$ cat config.mk
export PLATFORM = sky130hd
export DESIGN_NAME = dump_seq_flat
export DESIGN_NICKNAME = d
export VERILOG_FILES = /design/src/rtl/dump_seq_if.sv /design/src/rtl/dump_seq.sv /design/src/flat_wrapper.sv
export SDC_FILE = /design/constraint.sdc
export NUM_CORES = 1
export LEC_CHECK = 0
export ABC_AREA = 0
export CAP_MARGIN = 20
export CORE_UTILIZATION = 49
export CTS_BUF_LIST = sky130_fd_sc_hd__clkbuf_16
export DETAILED_ROUTE_END_ITERATION = 8
export PLACE_DENSITY_LB_ADDON = 0.15
export SLEW_MARGIN = 20
export SYNTH_ARGS = -nofsm -noshare
export SYNTH_HDL_FRONTEND = slang
export SYNTH_SLANG_ARGS = --single-unit
export TNS_END_PERCENT = 30
$ cat constraint.sdc
create_clock -name clk -period 2.2 [get_ports clk]
set_input_delay 0.33 -clock clk [delete_from_list [all_inputs] [get_ports clk]]
set_output_delay 0.33 -clock clk [all_outputs]
set_load 0.03 [all_outputs]
$ cat src/rtl/dump_seq_if.sv
// dump_seq_if: bundle between the capture-dump sequencer and its surroundings
// (command decoder, address counter, SPI master, UART transmitter, RAM mux).
//
//   master modport : the sequencer (dump_seq)
//   slave modport  : the environment driving commands and handshake levels
//
// Handshake rules:
//   spi_rdy / uart_rdy are levels meaning "engine idle". start_spi or
//   start_uart is a one-cycle pulse issued only in a cycle where the matching
//   rdy is high; the engine drops rdy after accepting and raises it again when
//   the transaction completes. start_dump and abort are one-cycle requests
//   with no back-pressure: start_dump is ignored unless the sequencer is idle,
//   and abort is ignored when idle or already draining.
//
// Signals:
//   start_dump, abort, channel, dump_len, stride   command inputs
//   afe_gain                                       packed per-channel gain codes
//   addr                                           RAM read address (counter)
//   spi_rdy, uart_rdy                              engine idle levels
//   start_spi, spi_tx_data, flop_gain, flop_offset SPI side outputs
//   inc_addr, ch_sel                               RAM side outputs
//   start_uart, busy, dump_done, err_chan          host side outputs
//   state_dbg                                      raw sequencer state code
interface dump_seq_if #(
  parameter int NUM_CH = 3,
  parameter int ADDR_W = 9,
  parameter int GAIN_W = 3
);
  logic                       start_dump;
  logic                       abort;
  logic [1:0]                 channel;
  logic [ADDR_W:0]            dump_len;
  logic [ADDR_W-1:0]          stride;
  logic [NUM_CH*GAIN_W-1:0]   afe_gain;
  logic [ADDR_W-1:0]          addr;
  logic                       spi_rdy;
  logic                       uart_rdy;
  logic                       start_spi;
  logic [15:0]                spi_tx_data;
  logic                       flop_gain;
  logic                       flop_offset;
  logic                       inc_addr;
  logic [1:0]                 ch_sel;
  logic                       start_uart;
  logic                       busy;
  logic                       dump_done;
  logic                       err_chan;
  logic [3:0]                 state_dbg;

  modport master (
    input  start_dump, abort, channel, dump_len, stride, afe_gain, addr,
           spi_rdy, uart_rdy,
    output start_spi, spi_tx_data, flop_gain, flop_offset, inc_addr, ch_sel,
           start_uart, busy, dump_done, err_chan, state_dbg
  );

  modport slave (
    output start_dump, abort, channel, dump_len, stride, afe_gain, addr,
           spi_rdy, uart_rdy,
    input  start_spi, spi_tx_data, flop_gain, flop_offset, inc_addr, ch_sel,
           start_uart, busy, dump_done, err_chan, state_dbg
  );
endinterface

$ cat src/rtl/dump_seq.sv
// dump_seq: capture-dump sequencer. On an accepted dump command it reads the
// selected channel's gain and offset calibration words from the EEPROM over
// SPI, then streams samples from the circular capture RAM to the UART, one
// response per sample, stepping the address counter by the latched stride.
//
// Ports:
//   clk    system clock
//   rst_n  asynchronous active-low reset
//   bus    dump_seq_if.master (commands, handshakes, SPI/UART/RAM controls,
//          state_dbg exposing the raw state code)
module dump_seq #(
  parameter int NUM_CH = 3,
  parameter int ADDR_W = 9,
  parameter int GAIN_W = 3
) (
  input  logic        clk,
  input  logic        rst_n,
  dump_seq_if.master  bus
);

  typedef enum logic [3:0] {
    S_IDLE, S_RD_GAIN, S_RD_OFF, S_RD_JUNK, S_EE_WAIT,
    S_U_SEND, S_ADV, S_CHECK, S_DONE
  } state_t;

  state_t             state, state_nxt;
  logic [1:0]         ch_sel_q;
  logic [ADDR_W-1:0]  start_addr;
  logic [ADDR_W-1:0]  stride_reg;
  logic [ADDR_W-1:0]  stride_cnt;
  logic [ADDR_W:0]    len_reg;
  logic [ADDR_W:0]    sample_cnt;

  logic               chan_ok;
  logic               run;
  logic               accept;
  logic               cmd_bit;
  logic [GAIN_W-1:0]  gain_raw;
  logic [GAIN_W+2:0]  gain_ext;
  logic [2:0]         ggg;

  logic               start_spi_c, flop_gain_c, flop_offset_c, inc_addr_c;
  logic               start_uart_c, dump_done_c, err_chan_c;
  logic [15:0]        spi_tx_c;

  assign chan_ok  = (32'(bus.channel) < NUM_CH);
  // Abort wins over every action in the active states; IDLE and DONE ignore it.
  assign run      = !(bus.abort && (state != S_IDLE) && (state != S_DONE));
  assign gain_raw = bus.afe_gain[32'(ch_sel_q)*GAIN_W +: GAIN_W];
  // Zero-extend then take 3 bits: covers both narrower and wider gain codes.
  assign gain_ext = {3'b000, gain_raw};
  assign ggg      = gain_ext[2:0];

  // State register
  always_ff @(posedge clk or negedge rst_n) begin
    if (!rst_n) state <= S_IDLE;
    else        state <= state_nxt;
  end

  // Next-state logic
  always_comb begin
    state_nxt = state;
    if (!run) begin
      state_nxt = S_DONE;
    end else begin
      case (state)
        S_IDLE:    if (bus.start_dump && chan_ok) state_nxt = S_RD_GAIN;
        S_RD_GAIN: if (bus.spi_rdy)               state_nxt = S_RD_OFF;
        S_RD_OFF:  if (bus.spi_rdy)               state_nxt = S_RD_JUNK;
        S_RD_JUNK: if (bus.spi_rdy)               state_nxt = S_EE_WAIT;
        S_EE_WAIT: if (bus.spi_rdy)               state_nxt = S_U_SEND;
        S_U_SEND:  if (bus.uart_rdy)              state_nxt = S_ADV;
        S_ADV:     if (stride_cnt == ADDR_W'(1))  state_nxt = S_CHECK;
        // addr == start_addr stops a dump that has walked all the way round.
        S_CHECK:   if (sample_cnt == len_reg || bus.addr == start_addr)
                     state_nxt = S_DONE;
                   else
                     state_nxt = S_U_SEND;
        S_DONE:    if (bus.uart_rdy)              state_nxt = S_IDLE;
        default:                                  state_nxt = S_IDLE;
      endcase
    end
  end

  // Output logic
  always_comb begin
    start_spi_c   = 1'b0;
    flop_gain_c   = 1'b0;
    flop_offset_c = 1'b0;
    inc_addr_c    = 1'b0;
    start_uart_c  = 1'b0;
    dump_done_c   = 1'b0;
    err_chan_c    = 1'b0;
    accept        = 1'b0;
    cmd_bit       = 1'b0;
    case (state)
      S_IDLE: begin
        accept = bus.start_dump && chan_ok;
        if (bus.start_dump && !chan_ok) begin
          err_chan_c  = 1'b1;
          dump_done_c = 1'b1;
        end
      end
      S_RD_GAIN: if (run && bus.spi_rdy) begin
        start_spi_c = 1'b1;
        cmd_bit     = 1'b1;
      end
      S_RD_OFF:  if (run && bus.spi_rdy) start_spi_c = 1'b1;
      // The junk read clocks the offset word out; its start marks the gain
      // word as received.
      S_RD_JUNK: if (run && bus.spi_rdy) begin
        start_spi_c = 1'b1;
        flop_gain_c = 1'b1;
      end
      S_EE_WAIT: if (run && bus.spi_rdy) flop_offset_c = 1'b1;
      S_U_SEND:  if (run && bus.uart_rdy) start_uart_c = 1'b1;
      S_ADV:     if (run) inc_addr_c = 1'b1;
      S_DONE:    if (bus.uart_rdy) dump_done_c = 1'b1;
      default: ;
    endcase
    spi_tx_c = start_spi_c ? {2'b00, ch_sel_q, ggg, cmd_bit, 8'h00} : 16'h0000;
  end

  // Dump parameters and counters
  always_ff @(posedge clk or negedge rst_n) begin
    if (!rst_n) begin
      ch_sel_q   <= 2'd0;
      start_addr <= '0;
      len_reg    <= '0;
      stride_reg <= '0;
      stride_cnt <= '0;
      sample_cnt <= '0;
    end else begin
      if (accept) begin
        ch_sel_q   <= bus.channel;
        start_addr <= bus.addr;
        len_reg    <= (bus.dump_len == '0) ? {1'b1, {ADDR_W{1'b0}}} : bus.dump_len;
        stride_reg <= (bus.stride == '0) ? ADDR_W'(1) : bus.stride;
        sample_cnt <= '0;
      end
      if (start_uart_c) begin
        sample_cnt <= sample_cnt + 1'b1;
        stride_cnt <= stride_reg;
      end else if (inc_addr_c) begin
        stride_cnt <= stride_cnt - 1'b1;
      end
    end
  end

  assign bus.start_spi   = start_spi_c;
  assign bus.spi_tx_data = spi_tx_c;
  assign bus.flop_gain   = flop_gain_c;
  assign bus.flop_offset = flop_offset_c;
  assign bus.inc_addr    = inc_addr_c;
  assign bus.ch_sel      = ch_sel_q;
  assign bus.start_uart  = start_uart_c;
  assign bus.busy        = (state != S_IDLE);
  assign bus.dump_done   = dump_done_c;
  assign bus.err_chan    = err_chan_c;
  assign bus.state_dbg   = state;

endmodule

$ cat src/flat_wrapper.sv
// flat-port wrapper written by rule: the top's interface ports become plain ports
module dump_seq_flat 
#(
  parameter int NUM_CH = 3,
  parameter int ADDR_W = 9,
  parameter int GAIN_W = 3
)
  (clk, rst_n, bus_start_dump, bus_abort, bus_channel, bus_dump_len, bus_stride, bus_afe_gain, bus_addr, bus_spi_rdy, bus_uart_rdy, bus_start_spi, bus_spi_tx_data, bus_flop_gain, bus_flop_offset, bus_inc_addr, bus_ch_sel, bus_start_uart, bus_busy, bus_dump_done, bus_err_chan, bus_state_dbg);
  dump_seq_if #(.NUM_CH(NUM_CH), .ADDR_W(ADDR_W), .GAIN_W(GAIN_W)) bus_i ();
  input  logic clk;
  input  logic rst_n;
  input wire logic [$bits(bus_i.start_dump)-1:0] bus_start_dump;
  input wire logic [$bits(bus_i.abort)-1:0] bus_abort;
  input wire logic [$bits(bus_i.channel)-1:0] bus_channel;
  input wire logic [$bits(bus_i.dump_len)-1:0] bus_dump_len;
  input wire logic [$bits(bus_i.stride)-1:0] bus_stride;
  input wire logic [$bits(bus_i.afe_gain)-1:0] bus_afe_gain;
  input wire logic [$bits(bus_i.addr)-1:0] bus_addr;
  input wire logic [$bits(bus_i.spi_rdy)-1:0] bus_spi_rdy;
  input wire logic [$bits(bus_i.uart_rdy)-1:0] bus_uart_rdy;
  output wire logic [$bits(bus_i.start_spi)-1:0] bus_start_spi;
  output wire logic [$bits(bus_i.spi_tx_data)-1:0] bus_spi_tx_data;
  output wire logic [$bits(bus_i.flop_gain)-1:0] bus_flop_gain;
  output wire logic [$bits(bus_i.flop_offset)-1:0] bus_flop_offset;
  output wire logic [$bits(bus_i.inc_addr)-1:0] bus_inc_addr;
  output wire logic [$bits(bus_i.ch_sel)-1:0] bus_ch_sel;
  output wire logic [$bits(bus_i.start_uart)-1:0] bus_start_uart;
  output wire logic [$bits(bus_i.busy)-1:0] bus_busy;
  output wire logic [$bits(bus_i.dump_done)-1:0] bus_dump_done;
  output wire logic [$bits(bus_i.err_chan)-1:0] bus_err_chan;
  output wire logic [$bits(bus_i.state_dbg)-1:0] bus_state_dbg;
  assign bus_i.start_dump = bus_start_dump;
  assign bus_i.abort = bus_abort;
  assign bus_i.channel = bus_channel;
  assign bus_i.dump_len = bus_dump_len;
  assign bus_i.stride = bus_stride;
  assign bus_i.afe_gain = bus_afe_gain;
  assign bus_i.addr = bus_addr;
  assign bus_i.spi_rdy = bus_spi_rdy;
  assign bus_i.uart_rdy = bus_uart_rdy;
  assign bus_start_spi = bus_i.start_spi;
  assign bus_spi_tx_data = bus_i.spi_tx_data;
  assign bus_flop_gain = bus_i.flop_gain;
  assign bus_flop_offset = bus_i.flop_offset;
  assign bus_inc_addr = bus_i.inc_addr;
  assign bus_ch_sel = bus_i.ch_sel;
  assign bus_start_uart = bus_i.start_uart;
  assign bus_busy = bus_i.busy;
  assign bus_dump_done = bus_i.dump_done;
  assign bus_err_chan = bus_i.err_chan;
  assign bus_state_dbg = bus_i.state_dbg;
  dump_seq #(.NUM_CH(NUM_CH), .ADDR_W(ADDR_W), .GAIN_W(GAIN_W)) u_core (.clk(clk), .rst_n(rst_n), .bus(bus_i));
endmodule
# --- Word-level counts from Yosys, hierarchy flattened ---
# Index checks and enable logic that the tools add are counted.
classes:
  shift: 1
  magnitude_cmp: 1
  n_reduce_logical: 17
  muxes: 32
  multipliers: 1
  n_eq_ne: 20
  addsub: 2
ops:
  columns: ["op", "count"]
  rows:
  - ["4-bit 2-to-1 mux", 10]
  - ["4-bit case mux with 9 select lines", 1]
  - ["10-bit 2-to-1 mux", 3]
  - ["9-bit 2-to-1 mux", 3]
  - ["3-bit by 2-bit != test with 1-bit output (second input constant)", 6]
  - ["4-bit by 3-bit equality test with 1-bit output (second input constant)", 4]
  - ["14-bit 2-to-1 mux", 1]
  - ["1-bit 2-to-1 mux", 13]
  - ["10-bit by 1-bit adder with 10-bit output (second input constant)", 1]
  - ["10-bit equality test", 1]
  - ["10-bit zero test", 1]
  - ["9-bit by 1-bit equality test with 1-bit output (second input constant)", 1]
  - ["9-bit equality test", 1]
  - ["9-bit zero test", 1]
  - ["9-bit by 5-bit indexed part select with 3-bit output", 1]
  - ["9-bit by 1-bit subtractor with 9-bit output (second input constant)", 1]
  - ["4-bit by 2-bit equality test with 1-bit output (second input constant)", 2]
  - ["8-bit AND reduction", 1]
  - ["1-bit logical AND", 6]
  - ["3-bit by 1-bit != test with 1-bit output (second input constant)", 2]
  - ["4-bit by 1-bit equality test with 1-bit output (second input constant)", 1]
  - ["4-bit equality test (second input constant)", 1]
  - ["4-bit zero test", 1]
  - ["2-bit by 2-bit multiplier with 4-bit output (second input constant)", 1]
  - ["other kinds (8)", 10]
totals:
  in_bits: 45
  out_inout_bits: 30
  elab_cells: 81
  register_bits: 53

# --- Logic depth before layout (Yosys ltp) ---
depth:
  ltp_word: 8
  mapped_depth: 7
  mapped_depth_nobuf: 7

# --- Least setup slack after synthesis ---
# Ideal clock, no wire load.
synth_path:
  path_type: "register to output"
  start: "register u_core.state[2], in the netlist u_core.bus.state_dbg[2]"
  end: "output bus_spi_tx_data[12]"
  path_stages_with_launch: 5
  arrival_time_ns: 2.082
  required_time_ns: 1.870
  slack_ns: -0.212
  path_cell_list: "dfrtp_1 -> or4b_2 -> or2_1 -> inv_1 -> and2_1"
synth_via:
  elab_chain_cells: 8
  word_cells_on_any_way: 13
  classes_between: "eq/ne (4); mux (3); reduce/logical (6)"
synth_rtl:
  columns: ["item", "line", "source"]
  rows:
  - ["start, declared", "dump_seq.sv:26", "state_t state, state_nxt;"]
  - ["start signal, assigned", "dump_seq.sv:57", "else state <= state_nxt;"]
  - ["4-bit nonzero test", "dump_seq.sv:48", "assign run = !(bus.abort && (state != S_IDLE) && (state != S_DONE));"]
  - ["1-bit logical AND (2 in a row)", "dump_seq.sv:48", null]
  - ["1-bit zero test", "dump_seq.sv:48", null]
  - ["1-bit logical AND", "dump_seq.sv:104, dump_seq.sv:108, dump_seq.sv:111", null]
  - ["1-bit 2-to-1 mux", "dump_seq.sv:104, dump_seq.sv:108, dump_seq.sv:111", null]
  - ["1-bit 2-to-1 mux (*)", null, null]
  - ["via bus_start_spi", "flat_wrapper.sv:21", "output wire logic [$bits(bus_i.start_spi)-1:0] bus_start_spi;"]
  - ["14-bit 2-to-1 mux (*)", "dump_seq.sv:121", "spi_tx_c = start_spi_c ? {2'b00, ch_sel_q, ggg, cmd_bit, 8'h00} : 16'h0000;"]
  - ["end, declared", "flat_wrapper.sv:22", "output wire logic [$bits(bus_i.spi_tx_data)-1:0] bus_spi_tx_data;"]
# Mark *: on every way through the listed nets, which the timed path passes. The rest lies on a longest branch.

# --- Worst setup path after layout ---
layout_path:
  start: "register u_core.state[2], in the netlist u_core.bus.state_dbg[2]"
  end: "output bus_spi_tx_data[13]"
layout_via:
  elab_chain_cells: 8
  word_cells_on_any_way: 13
  classes_between: "eq/ne (4); mux (3); reduce/logical (6)"
layout_rtl:
  columns: ["item", "line"]
  rows:
  - ["4-bit nonzero test", "dump_seq.sv:48"]
  - ["1-bit logical AND (2 in a row)", "dump_seq.sv:48"]
  - ["1-bit zero test", "dump_seq.sv:48"]
  - ["1-bit logical AND", "dump_seq.sv:104, dump_seq.sv:108, dump_seq.sv:111"]
  - ["1-bit 2-to-1 mux", "dump_seq.sv:104, dump_seq.sv:108, dump_seq.sv:111"]
  - ["1-bit 2-to-1 mux (*)", null]
  - ["14-bit 2-to-1 mux (*)", "dump_seq.sv:121"]
# Mark *: on every way between the ends. The rest lies on a longest branch, timed or not.

==> key figures <==
CTS
  – # clock sinks: 53
  – Clock tree from TritonCTS: yes
  – H-tree depth: 2
  – CTS buffer count: 5
  – Latest clock arrival within the worst-skew pair: 0.29 ns
  – Max clock buf depth: 2
  – Hold-fix buffers, CTS: 0
  – Clk pin slew, worst setup/hold paths: 0.06 ns
  – CTS root buffer: clkbuf_16

Synth
  – Synth top area cells: dfrtp_1, mux2_2, xnor2_1, xor2_1, o21ai_0
  – Synth Area per Inst: 10.1 um^2
  – Seq cells post-synth: 53
  – FFs w/ async S/R, synth: 100%
  – Largest family of logic cells by synthesized area: simple AND/OR/NAND/NOR gates
  – Yosys warning count: 0
  – EDFF count, synth: 0
  – Share of the synthesized area in the top cell type: 44.6%
  – Adder-Cell Fraction of Synth Area: 1.26%
  – Synth top cells by count: dfrtp_1, mux2_2, nor2_1
  – Dominant synthesized flop cell: dfrtp_1
  – Register area share after synthesis: 44.6%
  – Mapped Cells: 293
  – Most frequent cell after synthesis: dfrtp_1
  – Synth area leader: dfrtp_1
  – Post-Synth XOR/XNOR Area: 6.78%
  – Mux cell area share after synthesis: 11.6%
  – Post-synth cell types: 51
  – Simple-Gate Fraction of Synth Area: 18.1%
  – Mapped cell area: 2970 um^2
  – Compound-cell area share of the yosys netlist: 11.4%

Setup path
  – Crit Path Max Fanout: 4
  – Max incr delay on CP: 0.53 ns
  – Worst-path cell chain: or4b_4, or2_4, inv_2, and2_2, buf_6
  – Worst Path Required: 1.87 ns
  – Worst r2r path cells: 7
  – Register-to-register setup slack: 0.10 ns
  – CP bufs+invs: 2
  – Worst Path Arrival: 1.83 ns
  – WP depth: 5
  – CP delay by family, top: simple AND/OR/NAND/NOR gates
  – Startpoint types: register
  – Crit-path slowest cell: or4b_4
  – CP endpoint kind: output pin
  – WS Path Type: register to output pin

Global routing
  – Largest net degree at the start of global routing: 41
  – First-pass GRT wire length: 10700 um
  – Initial antenna violation count: 0
  – Vias in the first global route: 2293
  – Tot GR Track Use: 21.8%
  – Grt total ovfl: 0

Placed design
  – DP Worst Slack: -0.217 ns
  – Placed inst area: 3690 um^2
  – Buffers on Ports: 64
  – HPWL Detailed: 4690 um
  – Routability congestion estimate: 0.825

Finish
  – Sequential Area: 1330 um^2
  – Cell area after layout: 3890 um^2
  – Area Growth Syn to Fin: 31.0%
  – Fillers: 491
  – Multi-input logic area: 1530 um^2
  – Final Net Count: 420
  – ANT cells: 0
  – Core Util, Final: 66.2%
  – Share of cells above drive strength 1: 21.7%

STA
  – Clk_skew: 0.00363 ns
  – Crit share post-route: 98.0%
  – Pins Over Slew Limit: 0
  – Final setup fails: 0
  – Final hold slack: 0.0289 ns
  – Tmin final: 2.16 ns
  – Normalized max-slew margin: 62.7%
  – Final Hold Viols: 0
  – Fmax: 0.464 GHz
  – Worst slew pin tran: 0.560 ns
  – Worst setup margin: 0.0439 ns

Power
  – Total power: 3710 uW
  – Reg power frac: 40.7%
  – PwrDens: 954 nW/um^2
  – Peak VDD IR: 0.624 mV
  – Logic pwr share: 38.9%
  – Internal power: 2450 uW
  – Leak Pwr: 0.00169 uW
  – Switching share of power: 34.0%
  – Sw Pwr: 1260 uW
  – Clock power frac: 20.3%

Routing
  – DRC: 0
  – Initial DRC count: 102
  – Post-route ant nets: 0
  – First-pass iteration count of the detailed router: 4
  – WL/cell: 14.0 um
  – Drt total wl: 6290 um
  – Via Count: 2421
  – Post-DR vias/cell: 5.40

Floorplanning
  – Die Y: 79.9 um
  – Die area: 6380 um^2
  – Row count: 28
  – Io pins: 75
  – Initial Util: 50.5%
  – Horiz. Die Dim: 79.9 um
  – Core Region: 5890 um^2

Flow run
  – Max cap viols: 0

Status
  – Status: finished clean

Hold path
  – Tightest Hold Check Type: input port to asynchronous set/reset pin
-- worst reg2reg max path, stage by stage (launching register included) --
cell and delay (ns):
dfrtp_1 0.39, buf_4 0.19, nand3b_2 0.24, or3_4 0.40
buf_4 0.16, or4_1 0.47, nand3_1 0.10, nand2_1 0.05
-- stage by stage --
step | setup TNS, ns | std cells
6_report | 0 | 448
5_1_grt | -0.00294 | 448
4_1_cts | 0 | 444
3_5_place_dp | -1.07 | 436
3_3_place_gp | -0.767 | 436
2_1_floorplan | -0.417 | 302
-- final cells by class --
cell class                      count  share of cell area, %
Multi-Input combinational cell    221                   39.2
Clock inverter                      3                  0.482
Inverter                            7                  0.771
Clock buffer                        5                   3.21
Sequential cell                    53                   34.1
Tap cell                           75                   2.41
Timing Repair Buffer               84                   19.9
-- power groups by stage --
stage,combinational [uW],sequential (uW),clock [uW]
2_1_floorplan,992,1530,0
3_3_place_gp,1410,1520,0
3_5_place_dp,1440,1530,0
4_1_cts,1440,1510,776
5_1_grt,1590,1550,811
6_report,1450,1510,755
-- what timing repair did --
| action | 4_1_cts | 5_1_grt |
|---|---|---|
| resized for setup | 8 | 4 |
| endpoints found under the setup margin | 10 | 7 |
| setup buffers | 0 | 4 |
| pin swaps | 1 | 2 |
-- placed cells by master, fill, tap and decap left out, drive strengths merged, types with 2 or more instances in the layout --
cell type	Yosys	routed
a21oi	12	12
a221o	2	2
a22oi	2	2
a311o	2	2
and2	3	3
and3	3	3
buf	19	34
clkbuf	2	5
clkdlybuf4s50	0	47
clkinvlp	0	3
conb	1	10
dfrtp	53	53
dlygate4sd2	0	3
ha	3	3
inv	7	7
mux2	27	27
mux2i	4	4
nand2	22	22
nand3	13	13
nand3b	3	3
nand4	5	5
nor2	25	25
nor2b	4	4
nor3	5	5
nor3b	2	2
nor4	7	7
o211ai	2	2
o21ai	19	19
o22a	2	2
o311ai	2	2
o31ai	2	2
or3	2	2
or4	3	3
xnor2	12	12
xor2	11	11
-- per-layer routing --
| layer | GRT usage, % | wire [um] | vias up |
|---|---|---|---|
| met5 | 0 | 0 | - |
| met4 | 6.61 | 80 | 0 |
| met3 | 3.20 | 235 | 6 |
| met2 | 36.8 | 3060 | 58 |
| met1 | 28.8 | 2910 | 1169 |
| li1 | - | - | 1188 |
-- final timing paths --
path,start,endpoint
setup / recovery,u_core.bus.state_dbg[2],bus_spi_tx_data[13]
hold / removal,rst_n,u_core.stride_reg[3]
setup reg to reg,u_core.bus.state_dbg[3],u_core.stride_cnt[6]
hold reg to reg,u_core.stride_reg[7],u_core.stride_cnt[7]
max in group asynchronous,rst_n,u_core.len_reg[8]
min in group clk,u_core.stride_reg[7],u_core.stride_cnt[7]
-- cells by family (layout without fill, tap and decap cells) --
kind of cell    count (synthesis)  in the layout
simple gates                  101            101
compound gates                 53             53
flops                          53             53
mux                            31             31
buf+inv                        28             99
xor+xnor                       23             23
fa+ha+maj                       3              3
other cells                     1             10
No activity file was read; power rests on OpenSTA's default activity.
